$ cat config.mk
export PLATFORM = sky130hd
export DESIGN_NAME = keypad_scan
export DESIGN_NICKNAME = d
export VERILOG_FILES = /design/src/rtl/keypad_pkg.sv /design/src/rtl/keypad_tick.sv /design/src/rtl/keypad_scan.sv
export SDC_FILE = /design/constraint.sdc
export NUM_CORES = 1
export LEC_CHECK = 0
export ABC_AREA = 1
export CAP_MARGIN = 10
export CELL_PAD_IN_SITES_DETAIL_PLACEMENT = 0
export CELL_PAD_IN_SITES_GLOBAL_PLACEMENT = 1
export CORE_MARGIN = 4
export CORE_UTILIZATION = 43
export DETAILED_ROUTE_END_ITERATION = 8
export PLACE_DENSITY = 0.87
export SETUP_SLACK_MARGIN = 0.02
export SLEW_MARGIN = 25
export SYNTH_ARGS = -nofsm -noshare
export SYNTH_HDL_FRONTEND = slang
export SYNTH_SLANG_ARGS = --single-unit
export TNS_END_PERCENT = 1
$ cat constraint.sdc
create_clock -name clk -period 4.29 [get_ports clk]
set_clock_uncertainty 0.2 [all_clocks]
set_input_delay 0.6435 -clock clk [delete_from_list [all_inputs] [get_ports clk]]
set_output_delay 0.6435 -clock clk [all_outputs]
set_load 0.05 [all_outputs]
$ cat src/rtl/keypad_pkg.sv
`default_nettype none
// ============================================================================
//  Module      : keypad_pkg
//  Description : Shared types and constants for the 4x4 matrix-keypad
//                scanner: scan state encoding, active-low column drive
//                patterns and key-code width.
//  Revision    : 1.0 - initial release
// ============================================================================
package keypad_pkg;

    // Scanner states, explicitly encoded in two bits
    typedef enum logic [1:0] {
        SCAN     = 2'd0,
        DEBOUNCE = 2'd1,
        PRESSED  = 2'd2,
        RELEASE  = 2'd3
    } state_t;

    // Active-low one-hot column drive, shared with the display scan side
    localparam logic [3:0] c_COL_PAT0 = 4'b0111;
    localparam logic [3:0] c_COL_PAT1 = 4'b1011;
    localparam logic [3:0] c_COL_PAT2 = 4'b1101;
    localparam logic [3:0] c_COL_PAT3 = 4'b1110;

    // Key code is {row[1:0], col[1:0]}
    localparam int c_KEY_W = 4;

    // Map a column index to its drive pattern
    function automatic logic [3:0] col_pattern(input logic [1:0] idx);
        logic [3:0] pat;
        case (idx)
            2'd0:    pat = c_COL_PAT0;
            2'd1:    pat = c_COL_PAT1;
            2'd2:    pat = c_COL_PAT2;
            default: pat = c_COL_PAT3;
        endcase
        return pat;
    endfunction

endpackage
`default_nettype wire

$ cat src/rtl/keypad_tick.sv
`default_nettype none
// ============================================================================
//  Module      : keypad_tick
//  Description : Column dwell timer. Counts 0..DWELL_CYCLES-1 and raises a
//                one-cycle sample pulse on the final count of each dwell.
//  Revision    : 1.0 - initial release
// ============================================================================
module keypad_tick #(
    parameter int DWELL_CYCLES = 50000
) (
    input  logic clk,
    input  logic rst,
    output logic sample_o
);

    localparam int c_CNT_W = (DWELL_CYCLES > 1) ? $clog2(DWELL_CYCLES) : 1;
    localparam logic [c_CNT_W-1:0] c_LAST = c_CNT_W'(DWELL_CYCLES - 1);

    logic [c_CNT_W-1:0] cnt_q;
    logic [c_CNT_W-1:0] cnt_d;

    // Next count: wrap to zero after the last dwell cycle
    always_comb begin
        cnt_d = (cnt_q == c_LAST) ? '0 : cnt_q + 1'b1;
    end

    // Dwell counter register
    always_ff @(posedge clk) begin
        if (rst) begin
            cnt_q <= '0;
        end else begin
            cnt_q <= cnt_d;
        end
    end

    assign sample_o = (cnt_q == c_LAST);

endmodule
`default_nettype wire

$ cat src/rtl/keypad_scan.sv
`default_nettype none
// ============================================================================
//  Module      : keypad_scan
//  Description : 4x4 matrix-keypad scanner. Drives one column low at a time,
//                samples synchronized rows once per dwell, debounces the
//                first key found and reports its code with a valid strobe.
//                Build option KEYPAD_DEBOUNCE_EN: when defined, DEBOUNCE_CNT
//                matching samples are required to accept a press/release;
//                when undefined the threshold is forced to 1.
//  Revision    : 1.0 - initial release
// ============================================================================
module keypad_scan
    import keypad_pkg::*;
#(
    parameter int DWELL_CYCLES = 50000,
    parameter int DEBOUNCE_CNT = 4
) (
    input  logic               clk,
    input  logic               rst,
    input  logic [3:0]         row_in,
    output logic [3:0]         col_out,
    output logic [c_KEY_W-1:0] key_code,
    output logic               key_valid,
    output logic               key_down
);

`ifdef KEYPAD_DEBOUNCE_EN
    localparam int c_THRESH = DEBOUNCE_CNT;
`else
    localparam int c_THRESH = 1;
`endif
    localparam int c_CNT_W = (c_THRESH > 1) ? $clog2(c_THRESH + 1) : 1;
    localparam logic [c_CNT_W-1:0] c_THRESH_V = c_CNT_W'(c_THRESH);
    localparam logic [c_CNT_W-1:0] c_ONE      = c_CNT_W'(1);

    logic [3:0]         row_s1_q, row_s2_q;
    state_t             state_q, state_d;
    logic [c_CNT_W-1:0] cnt_q, cnt_d, cnt_inc;
    logic [1:0]         col_q, col_d;
    logic [1:0]         cand_q, cand_d;
    logic [c_KEY_W-1:0] key_code_q, key_code_d;
    logic               key_valid_q, key_valid_d;
    logic               key_down_q, key_down_d;
    logic               sample;
    logic               row_active;
    logic [1:0]         win_row;

    keypad_tick #(
        .DWELL_CYCLES(DWELL_CYCLES)
    ) u_tick (
        .clk      (clk),
        .rst      (rst),
        .sample_o (sample)
    );

    // Two-flop synchronizer for the asynchronous row lines (idle = high)
    always_ff @(posedge clk) begin
        if (rst) begin
            row_s1_q <= 4'hF;
            row_s2_q <= 4'hF;
        end else begin
            row_s1_q <= row_in;
            row_s2_q <= row_s1_q;
        end
    end

    // Lowest-index low row wins; value is don't-care when no row is active
    always_comb begin
        row_active = (row_s2_q != 4'hF);
        if (!row_s2_q[0]) begin
            win_row = 2'd0;
        end else if (!row_s2_q[1]) begin
            win_row = 2'd1;
        end else if (!row_s2_q[2]) begin
            win_row = 2'd2;
        end else begin
            win_row = 2'd3;
        end
    end

    // Next-state and output logic; decisions happen only at sample points
    always_comb begin
        state_d     = state_q;
        cnt_d       = cnt_q;
        col_d       = col_q;
        cand_d      = cand_q;
        key_code_d  = key_code_q;
        key_valid_d = 1'b0;
        key_down_d  = key_down_q;
        cnt_inc     = cnt_q + 1'b1;

        if (sample) begin
            case (state_q)
                SCAN: begin
                    if (row_active) begin
                        if (c_THRESH == 1) begin
                            key_code_d  = {win_row, col_q};
                            key_valid_d = 1'b1;
                            key_down_d  = 1'b1;
                            cnt_d       = '0;
                            state_d     = PRESSED;
                        end else begin
                            cand_d  = win_row;
                            cnt_d   = c_ONE;
                            state_d = DEBOUNCE;
                        end
                    end else begin
                        col_d = col_q + 1'b1;
                    end
                end
                DEBOUNCE: begin
                    if (row_active && (win_row == cand_q)) begin
                        if (cnt_inc == c_THRESH_V) begin
                            key_code_d  = {cand_q, col_q};
                            key_valid_d = 1'b1;
                            key_down_d  = 1'b1;
                            cnt_d       = '0;
                            state_d     = PRESSED;
                        end else begin
                            cnt_d = cnt_inc;
                        end
                    end else begin
                        cnt_d   = '0;
                        col_d   = col_q + 1'b1;
                        state_d = SCAN;
                    end
                end
                PRESSED: begin
                    // Active samples, even from another row, keep the key held
                    if (!row_active) begin
                        if (c_THRESH == 1) begin
                            key_down_d = 1'b0;
                            cnt_d      = '0;
                            col_d      = col_q + 1'b1;
                            state_d    = SCAN;
                        end else begin
                            cnt_d   = c_ONE;
                            state_d = RELEASE;
                        end
                    end
                end
                RELEASE: begin
                    if (!row_active) begin
                        if (cnt_inc == c_THRESH_V) begin
                            key_down_d = 1'b0;
                            cnt_d      = '0;
                            col_d      = col_q + 1'b1;
                            state_d    = SCAN;
                        end else begin
                            cnt_d = cnt_inc;
                        end
                    end else begin
                        cnt_d   = '0;
                        state_d = PRESSED;
                    end
                end
                default: begin
                    cnt_d   = '0;
                    state_d = SCAN;
                end
            endcase
        end
    end

    // State, column and output registers
    always_ff @(posedge clk) begin
        if (rst) begin
            state_q     <= SCAN;
            cnt_q       <= '0;
            col_q       <= 2'd0;
            cand_q      <= 2'd0;
            key_code_q  <= '0;
            key_valid_q <= 1'b0;
            key_down_q  <= 1'b0;
        end else begin
            state_q     <= state_d;
            cnt_q       <= cnt_d;
            col_q       <= col_d;
            cand_q      <= cand_d;
            key_code_q  <= key_code_d;
            key_valid_q <= key_valid_d;
            key_down_q  <= key_down_d;
        end
    end

    assign col_out   = col_pattern(col_q);
    assign key_code  = key_code_q;
    assign key_valid = key_valid_q;
    assign key_down  = key_down_q;

endmodule
`default_nettype wire
==> metrics.yaml <==
yosysTopAreaCell: "dfxtp_1"
ys_seq_elements: 32
final-hold-violation-count: 0
met3_usage: 0.0527
setup_viol: 0
netlist_instances: 194
cp-start-kind: "flop"
ys_warn_count: 0
worstHoldStart: "row_s1_q[0]"
path_clk_slew_ns: 0.10
post_cts_buffers: 0
wl_um: 2510
grt_pass1_wl_um: 4500
nFillCells: 310
maxSlewViolCount: 0
antennaDiodeCount: 0
vias_per_cell: 4.54
yosys-top-cells-area: "dfxtp_1 44%, nand2_1 11%, nor2_1 8.3%"
cp_max_fo: 4
vdd_drop_max_v: 0.000291
postSynthAreaPerCell_um2: 7.43
worstRegToRegCells: 6
top_usage_layer: "met2"
row_count: 20
cp-end-kind: "primary output"
htree_levels: 2
worstMarginPinSlew_ns: 0.510
die_height_um: 65.9
hold_end: "row_s2_q[0]"
critPathSlowestCell: "clkdlybuf4s50_1"
max_stage_delay_ns: 0.79
drv_cap: 0
rsz0062_at_grt: "no"
die_width_um: 65.9
synth_nets: 206
grt.total_usage: 0.136
initial_core_util: 0.461
route.detailed.drc: 0
path_cells: "inv_1, ha_1, inv_1, clkdlybuf4s50_1"
fin_crit_sh: 0.631
ff2ff_setup_slack_ns: 2.67
clock_path_buffers: 2
portBuffers: 15
reg2reg_from: "u_tick.cnt_q[0]"
status: "finished, final reports clean"
root_buffer: "clkbuf_4"
dpl.hpwl_um: 1900
place_congestion: 0.816
fin_crit_ns: 2.71
leakagePower_nw: 0.690
grt_overflow_total: 0
area_growth_pct: 19.0
drt_first_pass_iters: 4
core_um2: 3130
use_met1: 0.161
cts_buffers: 5
fin_nets: 227
syn-cell-area_um2: 1440
use_met2: 0.219
fmax_mhz: 369
drtIter0Drc: 27
wl_per_cell_um: 9.64
via_count: 1181
antenna_left: 0
hold_path_depth: 1
io_pins: 16
cts-resized-gates: 0
grt_pass1_vias: 1059
reg2reg_to: "key_code[0]"
cts.sinks: 32
cp_top_family: "buffers and inverters"
drive_gt1_frac: 0.111
antenna_found_initial: 0
arrival_ns: 1.86
die_area_um2: 4340
yosys.cell_types.count: 22
slew_headroom: 0.659
synth_top_area_share: 0.444
p_per_area_nw_per_um2: 323
grt_max_degree: 17
crit_buf_inv: 3
holdBufCountCts: 0
criticalPathCategory: "flop to primary output"
yosysSeqAreaShare: 0.444
clock_latency_ns: 0.33
hold_path_class: "flop to flop"
multiInputGateArea_um2: 677
crit_top_cell: "inv_1"
final_util: 0.548
fin_setup_tns_ns: 0
cp.required_ns: 3.45
ff_latch_area_um2: 641
cts_tree: "yes"
## worst max-delay path by stage
stage	from	to	slack, ns	cells past startpoint
4_1_cts	col_q[0]	col_out[1]	1.55	4
3_3_place_gp	col_q[0]	col_out[1]	1.98	4
5_1_grt	col_q[0]	col_out[1]	1.46	4
6_report	col_q[0]	col_out[3]	1.58	4
3_5_place_dp	col_q[0]	col_out[1]	1.94	4
2_1_floorplan	col_q[0]	col_out[1]	2.52	3
## per-layer routing
metal	wire length (um)	up-vias
met5	0	-
met2	1160	15
met1	1200	515
met3	103	6
met4	43	0
li1	-	645
## registers in the layout, summed over array words and instances, names as in the netlist
signal / count
u_tick.cnt_q: 16
key_code: 4
row_s1_q: 4
row_s2_q: 4
col_q: 2
key_down: 1
key_valid: 1
## stage by stage
step | total power [W] | instance area [um^2] | cells | setup WS, ns | hold slack [ns]
after floorplan | 0.000326 | 1440 | 194 | 2.52 | 0.189
after global placement | 0.000333 | 1640 | 252 | 1.98 | 0.192
after detailed placement | 0.000334 | 1640 | 252 | 1.94 | 0.196
after CTS | 0.000563 | 1720 | 260 | 1.55 | 0.220
after global routing | 0.000580 | 1720 | 260 | 1.46 | 0.248
final | 0.000553 | 1720 | 260 | 1.58 | 0.217
## cells by family after synthesis
group,after synthesis,synth area share
compound gates,13,0.0451
buf+inv,31,0.0859
xor+xnor,4,0.0243
fa+ha+maj,6,0.0521
flops,32,0.444
simple gates,108,0.348
## cell type report
class                           instances  area share
Timing Repair Buffer                   15      0.0875
Multi-Input combinational cell        131       0.395
Inverter                               30      0.0656
Clock inverter                          3      0.0248
Sequential cell                        32       0.373
Tap cell                               44      0.0321
Clock buffer                            5      0.0219
## cells in the mapped netlist (all sizes together)
| cell type | instances |
|---|---|
| o21ai | 5 |
| nand3 | 10 |
| buf | 1 |
| or2 | 10 |
| inv | 30 |
| a21oi | 8 |
| nor4 | 1 |
| nand3b | 1 |
| xor2 | 4 |
| nor2 | 34 |
| nand2 | 43 |
| nor3 | 4 |
| ha | 6 |
| dfxtp | 32 |
| nand4 | 5 |
## placed cells by master, fill, tap and decap left out, drive strengths merged, types with 4 or more instances in the layout
cell type / Yosys / layout
nand3: 10 / 10
or2: 10 / 10
nand2: 43 / 43
nor2: 34 / 34
inv: 30 / 30
dfxtp: 32 / 32
nand4: 5 / 5
nor3: 4 / 4
clkbuf: 0 / 5
xor2: 4 / 4
clkdlybuf4s50: 0 / 15
ha: 6 / 6
a21oi: 8 / 8
o21ai: 5 / 5
## power breakdown
group          switching, W  total (W)  leakage, nW  internal (W)
sequential       0.00000234   0.000305        0.260      0.000303
clock              0.000105   0.000227       0.0412      0.000121
combinational     0.0000112  0.0000215        0.389     0.0000103
Note: power is estimated with default switching activity, not from simulation.
